File: src/rtl/seg7_scan_driver.sv
// seg7_scan_driver: latches four BCD digits and scans them onto a 4-digit common 7-seg display (optional SEG7_LZ_BLANK_EN leading-zero blanking)
module seg7_scan_driver #(
  parameter int DIV_MAX   = 49999,
  parameter int CNT_W     = 16,
  parameter int BLANK_CYC = 16
) (
  input  logic        clk,
  input  logic        rst,
  input  logic        ld,
  input  logic [15:0] bcd_in,
  output logic        busy,
  output logic [3:0]  an,
  output logic [6:0]  seg
);
  localparam logic [CNT_W-1:0] TC = CNT_W'(DIV_MAX);
  localparam logic [CNT_W-1:0] BL = CNT_W'(BLANK_CYC);
  logic [CNT_W-1:0] div_cnt;
  logic [1:0]       sel;
  logic [15:0]      disp, shadow;
  logic             wrap, fb, blank;
  logic [3:0]       digit;
  function automatic logic [6:0] dec(input logic [3:0] d);
    case (d)
      4'd0: return 7'h3F;
      4'd1: return 7'h06;
      4'd2: return 7'h5B;
      4'd3: return 7'h4F;
      4'd4: return 7'h66;
      4'd5: return 7'h6D;
      4'd6: return 7'h7D;
      4'd7: return 7'h07;
      4'd8: return 7'h7F;
      4'd9: return 7'h6F;
      default: return 7'h40;
    endcase
  endfunction
  assign wrap  = div_cnt == TC;
  assign fb    = wrap && sel == 2'd3;
  assign digit = disp[{sel, 2'b00} +: 4];
`ifdef SEG7_LZ_BLANK_EN
  assign blank = sel == 2'd3 ? disp[15:12] == 4'd0 :
                 sel == 2'd2 ? disp[15:8] == 8'd0 :
                 sel == 2'd1 ? disp[15:4] == 12'd0 : 1'b0;
`else
  assign blank = 1'b0;
`endif
  // refresh divider and digit scan pointer
  always_ff @(posedge clk) begin
    if (rst) begin
      div_cnt <= '0;
      sel     <= '0;
    end else begin
      div_cnt <= wrap ? '0 : div_cnt + 1'b1;
      if (wrap) sel <= sel + 2'd1;
    end
  end
  // load handshake: new values only reach disp at the frame boundary
  always_ff @(posedge clk) begin
    if (rst) begin
      disp   <= '0;
      shadow <= '0;
      busy   <= 1'b0;
    end else if (ld) begin
      shadow <= bcd_in;
      busy   <= !fb;
      if (fb) disp <= bcd_in;
    end else if (fb && busy) begin
      disp <= shadow;
      busy <= 1'b0;
    end
  end
  // registered anode/segment drive with anti-ghost blanking at slot start
  always_ff @(posedge clk) begin
    if (rst) begin
      an  <= 4'hF;
      seg <= 7'h7F;
    end else begin
      an  <= div_cnt < BL ? 4'hF : ~(4'b0001 << sel);
      seg <= blank ? 7'h7F : ~dec(digit);
    end
  end
endmodule
File: config.mk
export PLATFORM = sky130hd
export DESIGN_NAME = seg7_scan_driver
export DESIGN_NICKNAME = d
export VERILOG_FILES = /design/src/rtl/seg7_scan_driver.sv
export SDC_FILE = /design/constraint.sdc
export NUM_CORES = 1
export LEC_CHECK = 0
export ABC_AREA = 1
export CORE_MARGIN = 8
export CORE_UTILIZATION = 30
export DETAILED_ROUTE_END_ITERATION = 8
export SYNTH_ARGS = -nofsm -noshare
export SYNTH_HDL_FRONTEND = slang
export SYNTH_SLANG_ARGS = --single-unit
export TNS_END_PERCENT = 100
File: constraint.sdc
create_clock -name clk -period 1.95 [get_ports clk]
set_clock_uncertainty 0.2 [all_clocks]
set_input_delay 0.2925 -clock clk [delete_from_list [all_inputs] [get_ports clk]]
set_output_delay 0.2925 -clock clk [all_outputs]
set_load 0.02 [all_outputs]
# Word-level counts from Yosys, hierarchy flattened
# Memories as Yosys holds them, arrays and structs flattened.
# Cells that the tools add are included.
# word_totals
rom_bits	112
regBits	62
out_inout_bits	12
word_cells	31
memories	1
# mem_list
name	words	word_bits	read_ports	rd_clocked_by_memory_dff	write_ports	line	text
(name not given)	16	7	1	0	0	23	case (d)
# op_classes
reduce_logical	7
add_sub_neg	2
order_cmp	1
eq_ne	3
n_shift	2
bitwise_logic	2
muxes	6
# op_table
op	count
16-bit 2-to-1 mux	3
16-bit by 1-bit adder with 16-bit output, second input constant	1
16-bit == test, second input constant	1
16-bit by 5-bit < comparator with 1-bit output, second input constant	1
16-bit by 5-bit variable part select with 4-bit output	1
7-bit 2-to-1 mux	1
7-bit NOT	1
4-bit NOT	1
2-bit OR reduction	2
1-bit by 2-bit left shift with 4-bit output, first input constant	1
2-bit by 1-bit adder with 2-bit output, second input constant	1
2-bit == test, second input constant	1
1-bit logical AND	2
1-bit 2-to-1 mux	2
2-bit by 1-bit != test with 1-bit output, second input constant	1
2-bit AND reduction	1
2-bit nonzero test	1
1-bit logical NOT	1

# Depth between registers and ports, before layout
# logic_depth
word_depth	5
depth_mapped	10
depth_no_buf	10

# Worst setup path after synthesis
# No wires, ideal clock.
# synth_timing
path_kind	reg2reg
start	register sel[0]
end	register seg[3]
setup_slack_ns	0.124
path_stages_with_launch	9
path_buffers	1
arrival_time_ns	1.505
t_required_ns	1.629
path_cell_list	dfxtp_1 -> buf_2 -> nand2_1 -> a32oi_1 -> inv_1 -> ha_1 -> nand3_1 -> nand3_1 -> nand2_1
# synth_between
elab_chain_len	4
# synth_lines
element	line	text
start, declared	18	logic [1:0] sel;
start signal, assigned	54	if (wrap) sel <= sel + 2'd1;
16-bit by 5-bit variable part select with 4-bit output	39	assign digit = disp[{sel, 2'b00} +: 4];
memory 16 x 7 bit	--	
7-bit 2-to-1 mux	74	if (rst) begin
7-bit NOT	79	seg <= blank ? 7'h7F : ~dec(digit);
end signal, assigned	79	
end, declared	13	output logic [6:0] seg
# No other way between the ends. The select of a mux whose other input is x is not followed.
# A chain may end at the register's enable or synchronous reset.

# Final worst setup path
# layout_timing
start	register busy
end	output busy
# layout_rtl
element	line	text
start, declared	11	output logic busy,
start signal, assigned	65	busy <= !fb;
# No word-level cell between the ends.

==> reports/metrics.yaml <==
outcome:
  outcome: "completed"
grt:
  antenna_found_initial: 0
  overflow: 0
  grt_usage: 0.1068
  grt_max_degree: 23
  grt_pass1_wl_um: 11270
  grt_pass1_vias: 2450
pwr:
  p_leak_uw: 0.001596
  power_switching_uw: 622.7
  switching_share: 0.2407
  p_clk_frac: 0.424
  pwr-share-comb: 0.070
  internal_power_uw: 1965
  pwr-share-seq: 0.507
  peakVddDrop_uv: 297.0
  power-per-cell-area_nw_per_um2: 712.1
detailed_routing:
  drtAntennaViolNets: 0
  firstDrtPassIters: 4
  drc_errors: 0
  vias: 2475
  routed_via_density: 4.146
  drtIter0Drc: 83
  routedWlPerCell_um: 10.61
  routed_wl_um: 6334
placement:
  hpwl_um: 4723
  io_buffers: 30
  pre_cts_slack_ns: 0.05462
  placed_area_um2: 3410
  gp_congestion: 0.8096
worst_setup_path:
  crit_path_start_kind: "flop"
  endpoint_kind: "output pin"
  slowest_stage: "clkdlybuf4s50_1"
  cp_max_fo: 2
  cp_top_family: "buffers and inverters"
  worst-path-buf-inv: 1
  worstPathRequired_ns: 1.46
  crit_type: "flop to output pin"
  max_stage_delay_ns: 0.61
  cp_cell_sequence: "clkdlybuf4s50_1"
  crit_arrival_ns: 1.28
cts:
  htreeDepth: 3
  cts_buffers: 9
  cts_tree: "built"
  clk_latency_ns: 0.34
  clock_sinks: 62
  clock-root-buffer: "clkbuf_8"
  clk_pin_slew_worst_paths_ns: 0.06
  clock_path_buffers: 2
layout:
  fin_area_um2: 3633
  layout-drive-gt1-share: 0.1078
  diodes: 0
  syn_to_final_growth_pct: 24.21
  layout.nets: 488
sta:
  clock.fmax_ghz: 0.5637
  hold_viol: 0
  setup_viol: 0
  slew_violations: 0
  min_period_ns: 1.774
  slew_headroom: 0.7353
  max_slew.worst_pin.slew_ns: 0.3940
  rsz0062_at_grt: "false"
  fin_setup_tns_ns: 0
  post-route-period-util: 0.9097
  setup_slack_ns: 0.1760
floorplan:
  die_w_um: 114.7
  fp.dieH_um: 114.7
  core_area_um2: 9639
  initial_utilization: 0.3035
  dieArea_um2: 13170
  pin_count: 31
  fp-row-count: 36
synthesis:
  synth_top_area_frac: 0.4243
  synth-seq-area-share: 0.4243
  synth_edf_count: 0
  synth_area_leaders: "dfxtp_1 42%, nand2_1 13%, inv_1 8.9%"
  yosys-top-cells-count: "101 x nand2_1, 69 x inv_1, 62 x dfxtp_1, 61 x nor2_1, 20 x o21ai_0"
  yosysWarningCount: 0
  ys_types: 31
  synth_top_area_cell: "dfxtp_1"
  synthArstFlopShare: 0
  synth_area_um2: 2925
  ys_ff_latch: 62
  synth_ff_type: "dfxtp_1"
  syn_inst: 418
  synth_most_common_cell: "nand2_1"
  syn_nets: 447
  syn_area_per_cell_um2: 6.998
hold_path:
  hold_path.class: "flop to flop"
run:
  max_cap_violations: 0
==> timing repair <==
| action | CTS | global route |
|---|---|---|
| hold buffers | 0 | 0 |
| hold endpoints to repair | 0 | 0 |
| endpoints found under the setup margin | 0 | 24 |
| buffers inserted | 0 | 1 |
| resized for setup | 0 | 5 |
==> sequential cells by signal (all words and copies together), names as in the netlist <==
| signal | flops |
|---|---|
| disp | 16 |
| div_cnt | 16 |
| shadow | 16 |
| seg | 7 |
| an | 4 |
| sel | 2 |
| busy | 1 |
==> stage by stage <==
stage                     cells  power (uW)  hold slack (ns)    util
final                       597        2587           0.2443  0.3769
after global routing        597        2704           0.2870  0.3769
after CTS                   596        2622           0.2475  0.3733
after detailed placement    580        1522           0.2381  0.3537
after global placement      580        1518           0.2302  0.3537
after floorplan             418        1439           0.2175       -
==> worst paths after layout <==
kind,from,end,slack (ns),depth (start not counted)
max,busy,busy,0.18,1
min,div_cnt[0],div_cnt[0],0.24,1
max reg2reg,sel[0],seg[3],0.18,8
min reg2reg,div_cnt[0],div_cnt[0],0.24,1
==> cells in the final DEF, fill, tap and decap left out, drive strengths merged, types with 2 or more instances in the layout <==
cell type / count
nor3: 6
nand2: 103
nand3: 17
nor3b: 2
xor2: 3
clkbuf: 9
dfxtp: 62
or2: 2
ha: 10
a21oi: 10
inv: 72
nor2: 66
clkinv: 4
nand4: 20
clkdlybuf4s50: 30
buf: 15
o21ai: 24
clkinvlp: 2
==> area by class of cell <==
cell class / instances / area [um^2]
clock buffers: 9 / 123.9
clock inverters: 7 / 65.06
fillers: 1065 / 6006
inverters: 72 / 270.3
multi-input cells: 269 / 1336
flip-flops and latches: 62 / 1246
well taps: 133 / 166.4
repair buffers: 45 / 425.4
==> cell families (layout without fill, tap and decap cells) <==
| group | after synthesis | after routing | share of synthesized area |
|---|---|---|---|
| multiplexers | 1 | 1 | 0.004704 |
| flip-flops | 62 | 62 | 0.4243 |
| buffers and inverters | 87 | 133 | 0.1223 |
| AO/OA/AOI/OAI | 38 | 38 | 0.06930 |
| AND/OR/NAND/NOR | 216 | 216 | 0.3246 |
| adder cells (fa/ha/maj) | 10 | 10 | 0.04277 |
| XOR/XNOR | 4 | 4 | 0.01198 |
==> power groups by stage <==
stage | clock, uW | sequential [uW] | combinational (uW)
2_1_floorplan | 0 | 1350 | 90.0
3_3_place_gp | 0 | 1340 | 178
3_5_place_dp | 0 | 1340 | 181
4_1_cts | 1130 | 1310 | 182
5_1_grt | 1180 | 1310 | 205
6_report | 1100 | 1310 | 180
==> layer usage <==
metal / global-route usage / part of all wire
met1: 0.1328 / 0.52
met2: 0.1654 / 0.42
met3: 0.02994 / 0.035
met4: 0.05517 / 0.019
met5: 0 / 0
Note: power is estimated with default switching activity, not from simulation.
